**src/rtl/disp_scan.sv**
```systemverilog
// disp_scan: 4-digit multiplexed 7-segment scanner with channel stepping.
// A prescaler produces a refresh tick every CLK_DIV clocks. Each tick
// advances the digit index; a whole frame of four digits is drawn from one
// snapshot of Din taken when the index wraps. The channel select ADR steps
// on a synchronized BTN_NEXT rising edge, or automatically every
// DWELL_TICKS ticks while AUTO is high.
// Optional build macro: DISP_SCAN_LZ_BLANK_EN blanks leading-zero digits
// (digit 0 always lit).
module disp_scan #(
    parameter int CLK_DIV     = 50000,
    parameter int DWELL_TICKS = 1000
) (
    input  logic        clk,
    input  logic        rst_n,
    input  logic [15:0] Din,
    input  logic        BTN_NEXT,
    input  logic        AUTO,
    output logic [2:0]  ADR,
    output logic [3:0]  AN,
    output logic [6:0]  SEG
);

    localparam int PW = (CLK_DIV > 1) ? $clog2(CLK_DIV) : 1;
    localparam int DW = $clog2(DWELL_TICKS + 1);
    localparam logic [PW-1:0] PRE_MAX   = PW'(CLK_DIV - 1);
    localparam logic [DW-1:0] DWELL_MAX = DW'(DWELL_TICKS - 1);

    logic [PW-1:0] pre_q, pre_d;
    logic [1:0]    digit_q, digit_d;
    logic [15:0]   snap_q, snap_d;
    logic [DW-1:0] dwell_q, dwell_d;
    logic [2:0]    adr_q, adr_d;
    logic [3:0]    an_q, an_d;
    logic [6:0]    seg_q, seg_d;
    logic          sync1_q, sync1_d;
    logic          sync2_q, sync2_d;
    logic          prev_q, prev_d;

    logic          tick;
    logic          btn_edge;
    logic          auto_step;
    logic [3:0]    nibble;

    // Active-low hex segment pattern {g,f,e,d,c,b,a}.
    function automatic logic [6:0] hex7(input logic [3:0] n);
        logic [6:0] s;
        case (n)
            4'h0: s = 7'h40;
            4'h1: s = 7'h79;
            4'h2: s = 7'h24;
            4'h3: s = 7'h30;
            4'h4: s = 7'h19;
            4'h5: s = 7'h12;
            4'h6: s = 7'h02;
            4'h7: s = 7'h78;
            4'h8: s = 7'h00;
            4'h9: s = 7'h10;
            4'hA: s = 7'h08;
            4'hB: s = 7'h03;
            4'hC: s = 7'h46;
            4'hD: s = 7'h21;
            4'hE: s = 7'h06;
            default: s = 7'h0E;
        endcase
        return s;
    endfunction

    // Refresh timing, frame snapshot and registered digit drive.
    always_comb begin
        tick    = (pre_q == PRE_MAX);
        pre_d   = tick ? '0 : pre_q + PW'(1);
        digit_d = tick ? digit_q + 2'd1 : digit_q;
        snap_d  = (tick && digit_q == 2'd3) ? Din : snap_q;
        nibble  = snap_q[{digit_q, 2'b00} +: 4];
        an_d    = ~(4'b0001 << digit_q);
        seg_d   = hex7(nibble);
`ifdef DISP_SCAN_LZ_BLANK_EN
        // Blank when this digit and every more significant one are zero.
        if (digit_q != 2'd0 && (snap_q >> {digit_q, 2'b00}) == 16'h0000)
            seg_d = 7'h7F;
`endif
    end

    // Button synchronizer, edge detect, dwell timer and channel select.
    always_comb begin
        sync1_d   = BTN_NEXT;
        sync2_d   = sync1_q;
        prev_d    = sync2_q;
        btn_edge  = sync2_q & ~prev_q;
        auto_step = AUTO && tick && (dwell_q == DWELL_MAX);
        adr_d     = adr_q;
        if (btn_edge || auto_step)
            adr_d = adr_q + 3'd1;
        // Any step restarts the dwell so the next auto step is a full dwell away.
        dwell_d = dwell_q;
        if (!AUTO)
            dwell_d = '0;
        else if (btn_edge || auto_step)
            dwell_d = '0;
        else if (tick)
            dwell_d = dwell_q + DW'(1);
    end

    // State registers; synchronizer chain resets high so a held button is not a step.
    always_ff @(posedge clk or negedge rst_n) begin
        if (!rst_n) begin
            pre_q   <= '0;
            digit_q <= 2'd0;
            snap_q  <= 16'h0000;
            dwell_q <= '0;
            adr_q   <= 3'd0;
            an_q    <= 4'b1111;
            seg_q   <= 7'h7F;
            sync1_q <= 1'b1;
            sync2_q <= 1'b1;
            prev_q  <= 1'b1;
        end else begin
            pre_q   <= pre_d;
            digit_q <= digit_d;
            snap_q  <= snap_d;
            dwell_q <= dwell_d;
            adr_q   <= adr_d;
            an_q    <= an_d;
            seg_q   <= seg_d;
            sync1_q <= sync1_d;
            sync2_q <= sync2_d;
            prev_q  <= prev_d;
        end
    end

    assign ADR = adr_q;
    assign AN  = an_q;
    assign SEG = seg_q;

endmodule

```
**config.mk**
```make
export PLATFORM = sky130hd
export DESIGN_NAME = disp_scan
export DESIGN_NICKNAME = d
export VERILOG_FILES = /design/src/rtl/disp_scan.sv
export SDC_FILE = /design/constraint.sdc
export NUM_CORES = 1
export LEC_CHECK = 0
export BUFFER_PORTS_ARGS = -buffer_cell sky130_fd_sc_hd__buf_2
export CORE_ASPECT_RATIO = 0.7
export CORE_MARGIN = 2
export CORE_UTILIZATION = 40
export DETAILED_ROUTE_END_ITERATION = 10
export MAX_ROUTING_LAYER = met4
export PLACE_DENSITY_LB_ADDON = 0.12
export SLEW_MARGIN = 20
export SYNTH_ARGS = -nofsm -noshare
export SYNTH_HDL_FRONTEND = slang
export SYNTH_SLANG_ARGS = --single-unit
```
**constraint.sdc**
```tcl
create_clock -name clk -period 1.8 [get_ports clk]
set_input_delay 0.18 -clock clk [delete_from_list [all_inputs] [get_ports clk]]
set_output_delay 0.18 -clock clk [all_outputs]
set_load 0.05 [all_outputs]
```
==> impl_metrics.csv, run 1 <==
group,metric,value,unit
outcome,outcome,"finished clean",
finish,fin_nets,355,
worst_setup_path,end_kind,"flip-flop",
die,die_area,0.00827,mm^2
worst_setup_path,max_stage_delay,0.60,ns
die,start_util,41.2,%
sta,tightest_slew,0.426,ns
finish,fillers,674,
logic_synthesis,synth_common_cells,"47 x dfrtp_1, 18 x nand2_1, 15 x inv_1",
sta,period_needed,1.72,ns
sta,setup_tns,0,ns
worst_hold_path,hp-class,"input port to flip-flop",
logic_synthesis,synth_most_common_cell,"dfrtp_1",
worst_setup_path,criticalPathCategory,"flip-flop to flip-flop",
routing,first_pass_iters,4,
routing,routed_wl,6150,um
global_routing,grt_first_pass_wirelength,10500,um
worst_setup_path,critPathTopFamily,"multiplexers",
logic_synthesis,synth-edff-count,0,
worst_setup_path,startpoint_type,"flip-flop",
finish,drive_gt1_share,42.2,%
clock_network,htree_levels,3,
logic_synthesis,synth_cells,250,
sta,max_freq,581,MHz
routing,drc_errors,0,
die,top_level_ports,34,
sta,slew_violations,0,
routing,vias_per_cell,5.05,
sta,hold_viol,0,
logic_synthesis,synth.area.top_cells,"dfrtp_1 39%, dfstp_2 12%, ha_1 5.4%",
global_routing,grt_overflow,0,
logic_synthesis,synth_flop_cell,"dfrtp_1",
finish,areaGrowthSynthToFinish,26.0,%
pwr,leakagePower,1.68,nW
die,fp.dieH,76.7,um
worst_setup_path,arrival,1.97,ns
sta,timing.slew.headroom,71.4,%
finish,antennaDiodeCount,0,
clock_network,insertion_delay,0.33,ns
sta,finalClockSkew,0.00531,ns
run,maxCapViolations,0,
logic_synthesis,ys_async_sr_fraction,100,%
logic_synthesis,avgSynthCellArea,12.1,um^2
global_routing,antenna_found_initial,0,
worst_setup_path,crit_path_cell_trace,"mux4_2 -> inv_2 -> ha_2 -> inv_1 -> o31ai_2",
routing,drt_iter0_drc,99,
logic_synthesis,yosysSeqAreaShare,51.1,%
die,rows,26,
pwr,peakVddDrop,475,uV
placed_design,dpl.cell_count,403,
worst_setup_path,r2r_cells,5,
worst_setup_path,required,2.05,ns
logic_synthesis,mappedNetlistArea,0.00302,mm^2
logic_synthesis,yosysUniqueCellTypes,51,
worst_setup_path,cp_num_cells,5,
clock_network,clk_pin_slew,0.07,ns
placed_design,gp_congestion,0.795,
clock_network,cts_tree,"built",
worst_setup_path,crit_fanout,6,
worst_hold_path,whs_path_depth,2,
sta,fin_crit_sh,95.7,%
die,die_w,108,um
sta,grt_setup_unrepaired,"true",
clock_network,clock_sinks,61,
pwr,power_density,827,mW/mm^2
logic_synthesis,yosys.area.top_type,"dfrtp_1",
placed_design,port_buffers,33,
global_routing,grt_util_all_layers,16.7,%
clock_network,clockBufferDepth,2,
global_routing,grt_pass1_vias,2164,
placed_design,dp_hpwl,4260,um
finish,finalCoreUtilization,52.0,%
die,core_area,0.00732,mm^2
sta,setup_viol,0,
worst_setup_path,slowest_stage,"mux4_2",
logic_synthesis,yosysWarnings,0,
global_routing,grt_max_degree,62,
routing,avgRoutedWirePerCell,14.5,um
clock_network,cts_made_buffers,9,
logic_synthesis,synth.net_count,283,
routing,ant_nets,0,
logic_synthesis,synth_seq_cells,61,
logic_synthesis,netlist.area_leader.share,39.0,%
clock_network,cts-root-buf,"clkbuf_8",
finish,stdcell_count,425,
routing,vias,2145,
worst_setup_path,cp_num_buf_inv,2,
[final timing paths]
| check | to | startpoint | slack [ns] |
|---|---|---|---|
| hold reg to reg | prev_d | sync1_q | 0.35 |
| max in group asynchronous | sync1_q | rst_n | 1.09 |
| setup reg to reg | SEG[0] | digit_q[0] | 0.08 |
| setup / recovery | SEG[0] | digit_q[0] | 0.08 |
| hold / removal | snap_q[7] | Din[7] | 0.08 |
| min in group asynchronous | ADR[2] | rst_n | 0.38 |
[state kept, by name (all words and copies together) (netlist names)]
| name | flops |
|---|---|
| prev_q | 1 |
| snap_q | 16 |
| dwell_q | 10 |
| sync1_q | 1 |
| digit_q | 2 |
| pre_q | 16 |
| SEG | 7 |
| ADR | 3 |
| prev_d | 1 |
| AN | 4 |
[layout make-up]
cell class / count / area [um^2] / share of cell area (%)
inverters: 15 / 56.3 / 1.48
flip-flops and latches: 61 / 1550 / 40.7
multi-input cells: 169 / 1440 / 37.9
repair buffers: 66 / 434 / 11.4
well taps: 98 / 123 / 3.22
clock inverters: 6 / 62.6 / 1.64
clock buffers: 10 / 138 / 3.62
[worst reg2reg max path, delay by kind of cell (launching register included)]
family | cells | cell delay (ns)
multiplexers | 1 | 0.60
adder cells (fa/ha/maj) | 1 | 0.22
flip-flops | 1 | 0.41
AO/OA/AOI/OAI | 1 | 0.24
buffers and inverters | 2 | 0.18
[placed cells by master, fill, tap and decap left out, types with 9 or more instances in the layout]
cell type,count
buf_4,29
mux2_4,10
clkbuf_8,10
buf_2,33
ha_1,11
xnor2_1,9
inv_1,13
nor2_1,10
nand2_1,18
dfstp_2,14
dfrtp_1,44
nand3_1,12
[power by group]
group | switching (W) | internal [W] | leakage [nW]
Sequential | 0.0000429 | 0.00145 | 0.741
Combinational | 0.000294 | 0.000145 | 0.848
Clock | 0.000541 | 0.000671 | 0.0943
Total | 0.000878 | 0.00227 | 1.68
[cell families (layout without fill, tap and decap cells)]
| group | after synthesis | in the layout | synth area share (%) |
|---|---|---|---|
| AO/OA/AOI/OAI | 34 | 34 | 7.42 |
| XOR/XNOR | 14 | 14 | 4.06 |
| adder cells (fa/ha/maj) | 13 | 13 | 5.39 |
| buffers and inverters | 21 | 97 | 3.23 |
| flip-flops | 61 | 61 | 51.1 |
| multiplexers | 25 | 26 | 12.0 |
| AND/OR/NAND/NOR | 82 | 82 | 16.8 |
[per-stage QoR]
| step | area, um^2 | setup WS, ns | power [W] | hold slack (ns) |
|---|---|---|---|---|
| floorplan | 3020 | 0.0246 | 0.00181 | -0.116 |
| global placement | 3490 | 0.0120 | 0.00195 | 0.218 |
| detailed placement | 3490 | -0.0677 | 0.00195 | 0.215 |
| CTS | 3720 | 0.00885 | 0.00318 | 0.0598 |
| global route | 3800 | -0.00607 | 0.00331 | 0.0616 |
| finish | 3800 | 0.0781 | 0.00315 | 0.0761 |
[routing by layer]
metal	track usage, %	part of all wire [%]
met1	23.7	53
met2	23.8	43
met3	4.17	4.0
met4	5.00	0.68
met5	-	0
[what timing repair did]
item                                    CTS  global route
endpoints found under the setup margin    3            15
gates resized for setup                   3            13
setup buffers                             1             2
pin swaps                                 0             2
hold buffers                              2             0
hold endpoints to repair                 48             0
gates cloned                              0             1
No activity file was read; power rests on OpenSTA's default activity.
==> run 2: changes to the inputs <==
Settings changed: CORE_ASPECT_RATIO 0.7 to unset.
==> impl_metrics.csv, run 2 (synthesized netlist as in run 1, its figures left out) <==
group,metric,value,unit
outcome,outcome,"finished clean",
sta,finalClockSkew,0.00690,ns
clock_network,insertion_delay,0.34,ns
finish,top_regs,"pre_q x16, snap_q x16, dwell_q x10",
sta,period_needed,1.76,ns
sta,grt_setup_unrepaired,"true",
placed_design,dp_hpwl,4080,um
worst_hold_path,holdCritStartpoint,"Din[3]",
clock_network,clk_pin_slew,0.07,ns
global_routing,grt_util_all_layers,15.7,%
pwr,power_density,823,mW/mm^2
worst_setup_path,max_stage_delay,0.59,ns
die,die_w,90.9,um
pwr,combPwrFrac,13.9,%
worst_setup_path,reg2reg_to,"SEG[3]",
worst_setup_path,r2r_cells,6,
worst_setup_path,crit_path_cell_trace,"buf_4 -> mux4_2 -> buf_4 -> nor2_1 -> a21oi_1 -> o21a_1",
finish,areaGrowthSynthToFinish,25.8,%
worst_setup_path,criticalPathCategory,"flip-flop to flip-flop",
pwr,peakVddDrop,463,uV
sta,timing.slew.headroom,72.8,%
sta,max_freq,568,MHz
worst_setup_path,arrival,2.03,ns
sta,hold_viol,0,
routing,drt_iter0_drc,76,
pwr,finalPower,0.00312,W
worst_setup_path,required,2.07,ns
worst_setup_path,startpoint_type,"flip-flop",
clock_network,cts_made_buffers,9,
clock_network,cts-root-buf,"clkbuf_8",
global_routing,grt_overflow,0,
die,core_area,0.00729,mm^2
run,maxCapViolations,0,
die,start_util,41.4,%
routing,drc_errors,0,
global_routing,antenna_found_initial,0,
pwr,p_clk_share,38.2,%
global_routing,grt_pass1_vias,2040,
pwr,leakagePower,1.67,nW
sta,setup_viol,0,
pwr,p_sw,0.000857,W
pwr,p_sw_share,27.4,%
clock_network,clockBufferDepth,2,
finish,final_cell_mix,"45 x dfrtp_1, 33 x buf_2, 26 x buf_4",
routing,avgRoutedWirePerCell,14.5,um
pwr,intPower,0.00227,W
sta,fin_crit_sh,97.8,%
pwr,seqPwrFrac,47.9,%
finish,final_common_cell,"dfrtp_1",
placed_design,port_buffers,33,
sta,tightest_slew,0.404,ns
global_routing,grt_first_pass_wirelength,9790,um
die,top_level_ports,34,
worst_hold_path,hp-class,"input port to flip-flop",
worst_setup_path,path_common_cell,"buf_4",
routing,first_pass_iters,4,
routing,ant_nets,0,
sta,slew_violations,0,
routing,vias_per_cell,5.08,
die,rows,31,
global_routing,grt_max_degree,62,
placed_design,gp_congestion,0.787,
finish,stdcell_area,0.00380,mm^2
worst_setup_path,end_kind,"flip-flop",
clock_network,clock_sinks,61,
placed_design,placedInstanceArea,0.00347,mm^2
finish,fin_nets,353,
finish,drive_gt1_share,41.8,%
worst_setup_path,slowest_stage,"mux4_2",
worst_hold_path,whs_path_depth,2,
routing,vias,2154,
worst_setup_path,reg2reg_from,"digit_q[0]",
finish,antennaDiodeCount,0,
clock_network,cts_tree,"built",
routing,routed_wl,6140,um
worst_setup_path,ff2ff_setup_slack,0.04,ns
die,die_area,0.00826,mm^2
worst_setup_path,crit_fanout,5,
clock_network,htree_levels,3,
die,fp.dieH,90.9,um
worst_hold_path,hold_end,"snap_q[3]",
[run 2: layout make-up]
| class | count | area (um^2) |
|---|---|---|
| Tap cell | 99 | 124 |
| Clock inverter | 5 | 50.0 |
| Inverter | 15 | 56.3 |
| Fill cell | 683 | 3490 |
| Clock buffer | 11 | 141 |
| Multi-Input combinational cell | 169 | 1460 |
| Sequential cell | 61 | 1550 |
| Timing Repair Buffer | 64 | 423 |
[run 2: worst max-delay path by stage]
| stage | from | endpoint | slack [ns] | depth (start not counted) |
|---|---|---|---|---|
| after floorplan | digit_q[0] | SEG[0] | 0.02 | 6 |
| after global placement | digit_q[0] | SEG[1] | -0.02 | 4 |
| after detailed placement | digit_q[0] | SEG[0] | -0.04 | 5 |
| after CTS | digit_q[0] | SEG[0] | 0.009 | 5 |
| after global routing | digit_q[0] | SEG[3] | -0.03 | 6 |
| final | digit_q[0] | SEG[3] | 0.04 | 6 |
[run 2: worst max-delay path: cells and delay by family, from the launching register on]
family / cells / cell delay (ns)
buffers and inverters: 2 / 0.35
multiplexers: 1 / 0.59
AND/OR/NAND/NOR: 1 / 0.10
AO/OA/AOI/OAI: 2 / 0.23
flip-flops: 1 / 0.43
[run 2: what timing repair did]
item,4_1_cts,5_1_grt
hold buffers,2,0
buffers inserted,0,4
setup endpoints to repair,4,24
gates cloned,0,1
gates resized for setup,2,16
endpoints found under the hold margin,48,0
pin swaps,0,5
[run 2: metal layers]
layer	track usage (%)	wire, um
met3	5.09	245
met1	20.4	2960
met2	22.5	2840
met4	6.69	89
met5	-	0
[run 2: power groups by stage]
| stage | combinational, W | sequential, W | clock, W |
|---|---|---|---|
| final | 0.000435 | 0.00150 | 0.00119 |
| after detailed placement | 0.000427 | 0.00152 | 0 |
| after global placement | 0.000427 | 0.00152 | 0 |
| after global routing | 0.000475 | 0.00150 | 0.00130 |
| after CTS | 0.000432 | 0.00149 | 0.00123 |
| after floorplan | 0.000125 | 0.00169 | 0 |
[run 2: through the flow]
stage,setup TNS [ns],hold WS (ns),util [%],setup WS (ns),std cells
3_3_place_gp,-0.0272,0.215,47.5,-0.0168,401
4_1_cts,0,0.0568,50.5,0.00870,419
5_1_grt,-0.0732,0.0508,52.1,-0.0276,424
6_report,0,0.0708,52.1,0.0401,424
3_5_place_dp,-0.0753,0.218,47.5,-0.0402,401
2_1_floorplan,0,-0.116,-,0.0246,250
